$ cat src/rtl/gpio_ctrl.sv
// rtl/gpio_ctrl.sv - parametrised GPIO with output enables, synchronised and debounced inputs, edge interrupts
module gpio_ctrl #(
    parameter int DW       = 16,
    parameter int SYNC_STG = 2,
    parameter int DB_W     = 4
) (
    input  logic          clk,
    input  logic          rst,
    input  logic          bus_we,
    input  logic          bus_re,
    input  logic [2:0]    bus_addr,
    input  logic [DW-1:0] bus_wdata,
    output logic [DW-1:0] bus_rdata,
    input  logic [DW-1:0] gpio_in,
    output logic [DW-1:0] gpio_out,
    output logic [DW-1:0] gpio_oe,
    output logic          irq
);

    localparam logic [2:0] A_OUT     = 3'd0;
    localparam logic [2:0] A_OE      = 3'd1;
    localparam logic [2:0] A_IN      = 3'd2;
    localparam logic [2:0] A_RISE_EN = 3'd3;
    localparam logic [2:0] A_FALL_EN = 3'd4;
    localparam logic [2:0] A_IRQ     = 3'd5;
    localparam logic [2:0] A_DB_LIM  = 3'd6;
    localparam logic [2:0] A_OUT_TGL = 3'd7;

    logic [DW-1:0]                r_out;
    logic [DW-1:0]                r_oe;
    logic [DW-1:0]                r_rise_en;
    logic [DW-1:0]                r_fall_en;
    logic [DW-1:0]                r_irq_stat;
    logic [DB_W-1:0]              r_db_limit;
    logic [SYNC_STG-1:0][DW-1:0]  r_sync;
    logic [DW-1:0]                r_stable;
    logic [DW-1:0][DB_W-1:0]      r_cnt;
    logic [DW-1:0]                r_rdata;

    logic [DW-1:0]                w_sync;
    logic [DW-1:0]                w_upd;
    logic [DW-1:0]                w_set;
    logic [DW-1:0]                w_clr;
    logic [DW-1:0]                w_rd_mux;

    assign w_sync    = r_sync[SYNC_STG-1];
    assign gpio_out  = r_out;
    assign gpio_oe   = r_oe;
    assign bus_rdata = r_rdata;
    assign irq       = |r_irq_stat;

    always_ff @(posedge clk or negedge rst) begin
        if (!rst) begin
            r_sync <= '0;
        end else begin
            r_sync <= {r_sync[SYNC_STG-2:0], gpio_in};
        end
    end

    // A bit commits when sync has disagreed with stable for DB_LIMIT+1 consecutive cycles.
    always_comb begin
        w_upd = '0;
        for (int i = 0; i < DW; i++) begin
            w_upd[i] = (w_sync[i] != r_stable[i]) && (r_cnt[i] >= r_db_limit);
        end
    end

    always_ff @(posedge clk or negedge rst) begin
        if (!rst) begin
            r_stable <= '0;
            r_cnt    <= '0;
        end else begin
            for (int i = 0; i < DW; i++) begin
                if (w_sync[i] == r_stable[i]) begin
                    r_cnt[i] <= '0;
                end else if (w_upd[i]) begin
                    r_stable[i] <= w_sync[i];
                    r_cnt[i]    <= '0;
                end else begin
                    r_cnt[i] <= r_cnt[i] + 1'b1;
                end
            end
        end
    end

    // Events are qualified by the new level, so enabling never fires on a static level.
    assign w_set = w_upd & ((w_sync & r_rise_en) | (~w_sync & r_fall_en));
    assign w_clr = (bus_we && (bus_addr == A_IRQ)) ? bus_wdata : '0;

    always_ff @(posedge clk or negedge rst) begin
        if (!rst) begin
            r_out      <= '0;
            r_oe       <= '0;
            r_rise_en  <= '0;
            r_fall_en  <= '0;
            r_db_limit <= '0;
            r_irq_stat <= '0;
        end else begin
            r_irq_stat <= (r_irq_stat & ~w_clr) | w_set;
            if (bus_we) begin
                case (bus_addr)
                    A_OUT:     r_out      <= bus_wdata;
                    A_OE:      r_oe       <= bus_wdata;
                    A_RISE_EN: r_rise_en  <= bus_wdata;
                    A_FALL_EN: r_fall_en  <= bus_wdata;
                    A_DB_LIM:  r_db_limit <= DB_W'(bus_wdata);
                    A_OUT_TGL: r_out      <= r_out ^ bus_wdata;
                    default:   ;
                endcase
            end
        end
    end

    always_comb begin
        w_rd_mux = '0;
        case (bus_addr)
            A_OUT:     w_rd_mux = r_out;
            A_OE:      w_rd_mux = r_oe;
            A_IN:      w_rd_mux = r_stable;
            A_RISE_EN: w_rd_mux = r_rise_en;
            A_FALL_EN: w_rd_mux = r_fall_en;
            A_IRQ:     w_rd_mux = r_irq_stat;
            A_DB_LIM:  w_rd_mux = DW'(r_db_limit);
            default:   w_rd_mux = '0;
        endcase
    end

    always_ff @(posedge clk or negedge rst) begin
        if (!rst) begin
            r_rdata <= '0;
        end else if (bus_re) begin
            r_rdata <= w_rd_mux;
        end
    end

endmodule

$ cat config.mk
export PLATFORM = sky130hd
export DESIGN_NAME = gpio_ctrl
export DESIGN_NICKNAME = d
export VERILOG_FILES = /design/src/rtl/gpio_ctrl.sv
export SDC_FILE = /design/constraint.sdc
export NUM_CORES = 1
export LEC_CHECK = 0
export ABC_AREA = 1
export BUFFER_PORTS_ARGS = -buffer_cell sky130_fd_sc_hd__buf_2
export CAP_MARGIN = 20
export CORE_MARGIN = 2
export CORE_UTILIZATION = 55
export CTS_BUF_LIST = sky130_fd_sc_hd__clkbuf_4
export CTS_CLUSTER_SIZE = 28
export DETAILED_ROUTE_END_ITERATION = 8
export PLACE_DENSITY_LB_ADDON = 0.15
export SKIP_LAST_GASP = 1
export SLEW_MARGIN = 20
export SYNTH_ARGS = -nofsm -noshare
export SYNTH_HDL_FRONTEND = slang
export SYNTH_SLANG_ARGS = --single-unit
$ cat constraint.sdc
create_clock -name clk -period 1.7 [get_ports clk]
set_input_delay 0 -clock clk [delete_from_list [all_inputs] [get_ports clk]]
set_output_delay 0 -clock clk [all_outputs]
set_load 0.02 [all_outputs]
# --- Word-level counts from Yosys, hierarchy flattened ---
# Cells that the tools add are included.
totals:
  word_cells: 213
  output_inout_bits: 49
  register_bits: 212
op_classes:
  mux: 35
  eq_ne: 39
  n_addsub: 16
  reduce_logical: 41
  bitwise: 25
  magnitude_cmp: 16
op_table:
  columns: ["cell", "n"]
  rows:
  - ["4-bit 2-to-1 mux", 32]
  - ["16-bit case mux with 7 select lines", 1]
  - ["4-bit by 1-bit adder with 4-bit output, second input constant", 16]
  - ["16-bit bitwise AND", 4]
  - ["4-bit greater-or-equal comparator", 16]
  - ["2-bit AND reduction", 21]
  - ["16-bit inverter", 2]
  - ["16-bit OR", 2]
  - ["16-bit case mux with 2 select lines", 1]
  - ["1-bit logical AND", 17]
  - ["1-bit == test", 16]
  - ["16-bit 2-to-1 mux", 1]
  - ["1-bit inequality test", 16]
  - ["1-bit inverter", 16]
  - ["16-bit OR reduction", 1]
  - ["16-bit XOR", 1]
  - ["3-bit == test, second input constant", 4]
  - ["3-bit by 2-bit == test with 1-bit output, second input constant", 2]
  - ["3-bit by 1-bit == test with 1-bit output, second input constant", 1]
  - ["3-bit zero test", 1]
  - ["2-bit nonzero test", 1]

# --- Longest topological paths before layout ---
# Gate-level depths: netlist of the first run.
logic_depth:
  depth_word: 6
  depth_mapped: 10
  depth_no_buf: 8

# --- Worst setup path after synthesis of the first run ---
# Ideal clock, no wire load.
synth_timing:
  path_type: "reg2reg"
  startpoint: "register r_db_limit[3]"
  endpoint: "register r_cnt[0] (netlist bit)"
  arrival_time_ns: 1.490
  slack_ns: 0.136
  setup_ns: 0.074
  stages_incl_launch_ff: 6
  synth_period_minus_slack_ns: 1.564
  t_required_ns: 1.626
  cell_sequence: "dfrtp_1 inv_1 ha_1 a21oi_1 nand4_1 nor2_1"
synth_between:
  elab_chain_len: 4
synth_lines:
  columns: ["item", "line_no", "text"]
  rows:
  - ["from (decl)", "34", "logic [DB_W-1:0] r_db_limit;"]
  - ["from (signal assigned)", "106", "A_DB_LIM: r_db_limit <= DB_W'(bus_wdata);"]
  - ["4-bit greater-or-equal comparator", "64", "w_upd[i] = (w_sync[i] != r_stable[i]) && (r_cnt[i] >= r_db_limit);"]
  - ["1-bit logical AND", "64", null]
  - ["4-bit 2-to-1 mux", "76", "end else if (w_upd[i]) begin"]
  - ["4-bit 2-to-1 mux", "74", "if (w_sync[i] == r_stable[i]) begin"]
  - ["to (signal, indexed assignment)", "80", "r_cnt[i] <= r_cnt[i] + 1'b1;"]
  - ["to (decl)", "37", "logic [DW-1:0][DB_W-1:0] r_cnt;"]
# No other way between the ends.
# A chain may end at the register's enable or synchronous reset.

# --- Worst setup path in the final report of the first run ---
layout_timing:
  startpoint: "register r_irq_stat[3]"
  endpoint: "output irq"
layout_between:
  elab_chain_len: 1
layout_lines:
  columns: ["item", "line_no", "text"]
  rows:
  - ["from (decl)", "33", "logic [DW-1:0] r_irq_stat;"]
  - ["from (signal assigned)", "99", "r_irq_stat <= (r_irq_stat & ~w_clr) | w_set;"]
  - ["16-bit OR reduction", "50", "assign irq = |r_irq_stat;"]
  - ["to (decl)", "17", "output logic irq"]
# No other way between the ends.

==> reports/results.tsv, run 1 <==
stage	metric	value	unit
floorplan	die_w	145.3	microns
place	dpl_cell_area	11880	sq um
clocking	cts_tree	done	
clocking	clock_sinks	212	
finish	multiInputGateArea	5200	sq um
clocking	cts_buffer_depth	3	
place	dp.final_hpwl	20.15	mm
grt	antenna_found_initial	1	
sta	hold_violations	0	
critical_path	worst_setup_path_end_kind	output pin	
critical_path	worst-setup-path-type	register to output pin	
yosys	synth_fp_nets	1361	
yosys	synth.avg_cell_area	8.843	sq um
sta	fmax	509.4	MHz
floorplan	io_pins	88	
finish	synthToLayoutAreaGrowth	22.06	%
clocking	clk_pin_slew	0.06	ns
floorplan	core_area	19530	sq um
sta	drv_slew	0	
clocking	h-tree-depth	2	
detailed_routing	wire_per_inst	17.09	microns
finish	nFillCells	1601	
clocking	numCtsBuffers	59	
floorplan	die-area	21120	sq um
critical_path	critPathLaunchType	register	
grt	grt_pass1_wl	48.92	mm
finish	final_core_util	0.6865	
finish	layout-drive-gt1-share	0.1595	
floorplan	fp-row-count	51	
detailed_routing	via_count	9705	
job	drv_cap	0	
hold_path	min_path_type	primary input to register	
hold_path	min_from	bus_addr[0]	
yosys	synth_area	10980	sq um
grt	grt_pass1_vias	9775	
detailed_routing	routed_wl	30.04	mm
sta	worstMarginPinSlew	0.6460	ns
grt	grt_max_degree	53	
finish	register_area	5305	sq um
detailed_routing	drt_iter0_drc	691	
critical_path	reg2reg_slack	0.06	ns
floorplan	chipHeight	145.3	microns
detailed_routing	drc	0	
yosys	ys_seq_area_frac	0.4830	
yosys	synth_cells	1242	
critical_path	r2r-start	r_db_limit[3]$_DFFE_PN0P_	
power	peakVddDrop	0.7336	mV
hold_path	min_path_cells	4	
sta	finalClockSkew	0.02618	ns
grt	grtUsageTotal	0.2855	
sta	rsz0062_at_grt	yes	
yosys	ys_types	28	
finish	final_area	13410	sq um
power	powerDensity	1304	nW/um^2
grt	gr-total-overflow	0	
critical_path	r2r_cells	6	
sta	fin_crit_sh	1.155	
status	violations	negative setup slack	
clocking	worstSkewPairLatency	0.70	ns
place	portBuffers	87	
floorplan	start_util	0.5625	
sta	final.min_clock_period	1.963	ns
sta	setup_viol	1	
critical_path	cp.required	1.70	ns
critical_path	r2r_end	r_cnt[7]$_DFF_PN0_	
detailed_routing	antenna_left	0	
detailed_routing	firstDrtPassIters	5	
sta	fin_ws	-0.2631	ns
detailed_routing	viasPerCell	5.520	
critical_path	worst-path-max-fanout	2	
place	dp_slack	0.005856	ns
sta	worst_slew_margin_rel	0.5679	
critical_path	arrival	1.96	ns
clocking	root_buffer	clkbuf_4	
power	power.leakage	6.835	nW
yosys	ys_ff_latch	212	
status	status	complete, but fails checks	
yosys	synth_warnings	0	
hold_path	whs_endpoint	r_fall_en[3]$_DFFE_PN0P_	
finish	fin_nets	1565	
place	routabilityCongestion	0.8496	
sequential cells by signal, indices dropped and copies added, names as in the netlist:
signal      cells
gpio_oe        16
r_sync         16
r_rise_en      16
r_irq_stat     16
r_cnt          64
w_sync         16
r_fall_en      16
gpio_out       16
r_db_limit      4
r_stable       16
bus_rdata      16
worst max-delay path by stage:
stage                                   start  depth (start not counted)                   to
finish                r_irq_stat[3]$_DFF_PN0_                          4                  irq
global route          r_irq_stat[3]$_DFF_PN0_                          4                  irq
CTS                   r_irq_stat[3]$_DFF_PN0_                          4                  irq
detailed placement  r_db_limit[3]$_DFFE_PN0P_                          6  r_cnt[47]$_DFF_PN0_
global placement    r_db_limit[3]$_DFFE_PN0P_                          6  r_cnt[59]$_DFF_PN0_
floorplan           r_db_limit[3]$_DFFE_PN0P_                          5   r_cnt[0]$_DFF_PN0_
layer usage:
layer,GRT usage,routed length [microns],vias up
li1,-,-,4624
met1,0.3578,12490,4701
met2,0.4858,14880,295
met3,0.05597,1616,85
met4,0.1196,1049,0
met5,0,0,-
area by class of cell:
cell class,instances,area share
sequential,212,0.3957
multi-input combinational,896,0.3879
timing repair buffer,187,0.1111
clock buffer,82,0.04592
inverter,90,0.02520
tap,265,0.02473
clock inverter,25,0.009240
antenna,1,0.0001867
synth_stat cells:
library cell | n | area share
o21bai_1 | 16 | 0.011
clkbuf_1 | 17 | 0.0058
inv_2 | 4 | 0.0014
nand4_2 | 1 | 0.0011
nor3b_1 | 16 | 0.011
buf_1 | 3 | 0.0010
nor2_8 | 1 | 0.0018
inv_1 | 86 | 0.029
dfrtp_1 | 212 | 0.48
buf_2 | 16 | 0.0073
xnor2_1 | 16 | 0.013
buf_4 | 6 | 0.0041
ha_1 | 80 | 0.091
buf_6 | 2 | 0.0021
nand3_1 | 93 | 0.042
nand4_4 | 1 | 0.0019
nor2_1 | 120 | 0.041
a21oi_4 | 1 | 0.0015
nand2_1 | 275 | 0.094
a21oi_1 | 16 | 0.0073
o21ai_1 | 17 | 0.0077
nand4_1 | 101 | 0.058
nand2_2 | 1 | 0.00057
nor4_1 | 4 | 0.0023
o21ai_0 | 85 | 0.039
xor2_1 | 48 | 0.038
nand3_2 | 1 | 0.00091
nor2_4 | 3 | 0.0031
through the flow:
stage | power [mW] | TNS [ns] | std cells | hold WS (ns)
2_1_floorplan | 10.79 | 0 | 1242 | -0.2956
3_3_place_gp | 12.45 | 0 | 1580 | -0.08581
3_5_place_dp | 12.66 | 0 | 1580 | -0.08292
4_1_cts | 17.46 | -0.4484 | 1753 | 0.004100
5_1_grt | 18.76 | -0.3265 | 1758 | 0.02483
6_report | 17.48 | -0.2631 | 1758 | 0.03421
critical path: stages, from the launching register on:
cell and delay [ns]:
dfrtp_1 0.42, nor4_2 0.28, buf_4 0.17, nand4_1 0.18
buf_4 0.23
power by group:
part / internal [mW] / switching, mW
Combinational: 2.21 / 3.29
Clock: 2.38 / 2.21
Sequential: 6.14 / 1.25
Total: 10.7 / 6.75
kinds of logic (layout without fill, tap and decap cells):
logic type | count (synthesis) | after routing | synth area share
AO/OA/AOI/OAI | 135 | 135 | 0.06619
XOR/XNOR | 64 | 64 | 0.05104
adder cells (fa/ha/maj) | 80 | 80 | 0.09114
buffers and inverters | 134 | 384 | 0.05104
flip-flops | 212 | 212 | 0.4830
other | 0 | 1 | 0
AND/OR/NAND/NOR | 617 | 617 | 0.2576
cells in the final DEF, fill, tap and decap left out, types with 2 or more instances in the layout:
master	n
nand3_1	93
nand2_1	275
nand4_1	101
dfrtp_1	212
ha_1	78
clkinv_2	3
nor4_2	2
o21ai_1	17
xnor2_1	16
a21oi_1	4
inv_2	6
ha_4	2
o21bai_1	16
o21ai_0	85
dlygate4sd3_1	66
buf_2	85
a21oi_2	12
nor3b_1	16
nor2_4	3
clkbuf_4	82
nor2_1	120
inv_1	85
buf_12	10
buf_4	25
xor2_1	48
clkinv_1	20
nor4_1	2
timing repair:
action | in CTS | in global routing
pin swaps | 0 | 11
hold endpoints to repair | 328 | 11
endpoints found under the setup margin | 1 | 59
gates cloned | 0 | 0
hold buffers | 65 | 3
gates resized for setup | 3 | 15
buffers inserted | 1 | 2
Power figures use the tool's default switching activity.
==> run 2, diff against run 1 <==
--- a/config.mk
+++ b/config.mk
@@ -14,6 +14,7 @@
 export CTS_CLUSTER_SIZE = 28
 export DETAILED_ROUTE_END_ITERATION = 8
 export PLACE_DENSITY_LB_ADDON = 0.15
+export RECOVER_POWER = 25
 export SKIP_LAST_GASP = 1
 export SLEW_MARGIN = 20
 export SYNTH_ARGS = -nofsm -noshare
==> run 2 against run 1 <==
Against the previous run:
- the run still ends with negative setup slack left
- cell count did not move
- global-route usage did not move
- sequential share of layout area rose by 0.20 points
- final area fell by 0.51%
- largest cell class unchanged
==> reports/results.tsv, run 2 (synthesized netlist as in run 1, its figures left out) <==
stage	metric	value	unit	change
status	status	complete, but fails checks		
status	violations	negative setup slack		
clocking	numCtsBuffers	59		unchanged
finish	synthToLayoutAreaGrowth	21.43	%	
power	power.leakage	6.804	nW	-0.46%
finish	regMostFlops	r_cnt		
place	dp_slack	0.005856	ns	unchanged
clocking	cts_buffer_depth	3		unchanged
floorplan	core_area	19530	sq um	unchanged
grt	grt_pass1_vias	9775		unchanged
sta	final.min_clock_period	1.930	ns	-0.03300 ns
critical_path	worst-path-max-fanout	2		unchanged
critical_path	worst_setup_path_end_kind	output pin		
critical_path	cp.required	1.70	ns	about the same
finish	final_core_util	0.6830		-0.003524
clocking	worstSkewPairLatency	0.71	ns	about the same
clocking	cts_tree	done		
floorplan	die-area	21120	sq um	unchanged
detailed_routing	viasPerCell	5.535		+0.26%
sta	fin_ws	-0.2301	ns	+0.03300 ns
finish	layout-drive-gt1-share	0.1575		-0.002011
hold_path	min_path_type	primary input to register		
grt	grt_pass1_wl	48.92	mm	unchanged
floorplan	chipHeight	145.3	microns	unchanged
place	dp.final_hpwl	20.15	mm	unchanged
clocking	root_buffer	clkbuf_4		
sta	rsz0062_at_grt	yes		
grt	antenna_found_initial	1		unchanged
critical_path	critPathLaunchType	register		
power	clkPwrFrac	0.262		about the same
finish	fin_nets	1565		unchanged
clocking	clock_sinks	212		unchanged
floorplan	die_w	145.3	microns	unchanged
sta	tns	-1.703	ns	-1.440 ns
grt	grt_max_degree	53		unchanged
floorplan	fp-row-count	51		unchanged
power	p_sw	6.729	mW	-0.32%
detailed_routing	antenna_left	0		unchanged
sta	fin_crit_sh	1.135		-0.01941
place	dpl.cell_count	1580		unchanged
power	powerDensity	1307	nW/um^2	+0.29%
detailed_routing	drt_iter0_drc	663		-4.1%
finish	largest_reg_flops	64		unchanged
clocking	clk_pin_slew	0.06	ns	about the same
detailed_routing	firstDrtPassIters	5		unchanged
sta	worstMarginPinSlew	0.9356	ns	+0.2896 ns
grt	gr-total-overflow	0		unchanged
detailed_routing	wire_per_inst	17.09	microns	about the same
critical_path	r2r-start	r_db_limit[3]$_DFFE_PN0P_		
finish	multiInputGateArea	5200	sq um	unchanged
critical_path	max_stage_delay	0.41	ns	about the same
place	portBuffers	87		unchanged
detailed_routing	drc	0		unchanged
critical_path	reg2reg_slack	0.05	ns	about the same
floorplan	start_util	0.5625		unchanged
sta	worst_slew_margin_rel	0.3763		-0.1917
power	p_seq_frac	0.424		about the same
detailed_routing	routed_wl	30.04	mm	about the same
critical_path	r2r_cells	6		unchanged
sta	drv_slew	0		unchanged
sta	setup_viol	12		+11
critical_path	startpoint	r_irq_stat[3]$_DFF_PN0_		
place	routabilityCongestion	0.8496		unchanged
sta	hold_violations	0		unchanged
sta	fmax	518.1	MHz	+1.7%
job	drv_cap	0		unchanged
grt	grtUsageTotal	0.2855		unchanged
finish	nFillCells	1612		+0.69%
finish	final_common_cell	nand2_1		
critical_path	crit_slowest_cell	dfrtp_1		
power	peakVddDrop	0.7283	mV	-0.72%
critical_path	worst-setup-path-type	register to output pin		
place	dpl_cell_area	11880	sq um	unchanged
power	p_int	10.71	mW	-0.17%
hold_path	min_path_cells	4		unchanged
critical_path	arrival	1.93	ns	-0.03 ns
finish	final_cell_mix	nand2_1 (275), dfrtp_1 (212), nor2_1 (120), nand4_1 (101), nand3_1 (93)		
finish	final_area	13340	sq um	-0.51%
clocking	h-tree-depth	2		unchanged
critical_path	worstPathCellList	nor4_2, buf_4, nand4_1, buf_4		
floorplan	io_pins	88		unchanged
finish	register_area	5305	sq um	unchanged
critical_path	crit_top_cell	buf_4		
sta	holdWs	0.03648	ns	+0.002268 ns
sta	finalClockSkew	0.02741	ns	+0.001229 ns
critical_path	crit_end	irq		
power	swShare	0.3859		about the same
finish	finalNonFillerCells	1758		unchanged
power	comb_power_share	0.314		about the same
power	p_total	17.44	mW	-0.23%
detailed_routing	via_count	9730		+0.26%
critical_path	r2r_end	r_cnt[7]$_DFF_PN0_		
==> run 2: cell count changes in the layout (fill, tap and decap cells not counted) <==
cell / before / now
buf_12: 10 / 6
clkbuf_1: 0 / 3
clkbuf_4: 82 / 85
buf_2: 85 / 84
buf_4: 25 / 24
buf_8: 1 / 0
clkbuf_2: 0 / 1
==> run 2: per-layer routing <==
metal	GRT usage	up-vias	routed length, microns
met4	0.1196	0	952
met5	0	-	0
met2	0.4858	338	15060
li1	-	4631	-
met1	0.3578	4682	12190
met3	0.05597	79	1840
==> run 2: timing repair <==
action / 4_1_cts / 5_1_grt
resized for setup: 3 / 15
pin swaps: 0 / 11
buffers inserted: 1 / 2
hold buffers: 65 / 3
hold endpoints to repair: 328 / 11
setup endpoints to repair: 1 / 59
==> run 2: worst min-delay path by stage <==
stage / slack [ns] / to / from
6_report: 0.04 / r_fall_en[0]$_DFFE_PN0P_ / bus_addr[0]
2_1_floorplan: -0.30 / bus_rdata[0]$_DFFE_PN0P_ / rst
4_1_cts: 0.004 / r_fall_en[3]$_DFFE_PN0P_ / bus_addr[0]
3_3_place_gp: -0.09 / r_cnt[0]$_DFF_PN0_ / rst
3_5_place_dp: -0.08 / r_cnt[1]$_DFF_PN0_ / rst
5_1_grt: 0.02 / bus_rdata[4]$_DFFE_PN0P_ / bus_addr[2]
==> run 2: power groups by stage <==
| stage | clock [mW] | combinational (mW) | sequential (mW) |
|---|---|---|---|
| after CTS | 4.70 | 5.43 | 7.33 |
| after global routing | 4.97 | 6.26 | 7.51 |
| final | 4.57 | 5.47 | 7.39 |
| after detailed placement | 0 | 5.26 | 7.40 |
| after global placement | 0 | 5.07 | 7.39 |
| after floorplan | 0 | 3.50 | 7.29 |
==> run 2: cell type report <==
type                    instances  area share
clock buffers                  82     0.04616
well taps                     265     0.02486
clock inverters                25    0.009288
multi-input cells             896      0.3899
inverters                      90     0.02533
flip-flops and latches        212      0.3978
diodes                          1   0.0001876
repair buffers                187      0.1065
==> run 2: worst max-delay path, delay by kind of cell, from the launching register on <==
kind                   cells  cell delay, ns
AND/OR/NAND/NOR            2            0.45
flip-flops                 1            0.41
buffers and inverters      2            0.38
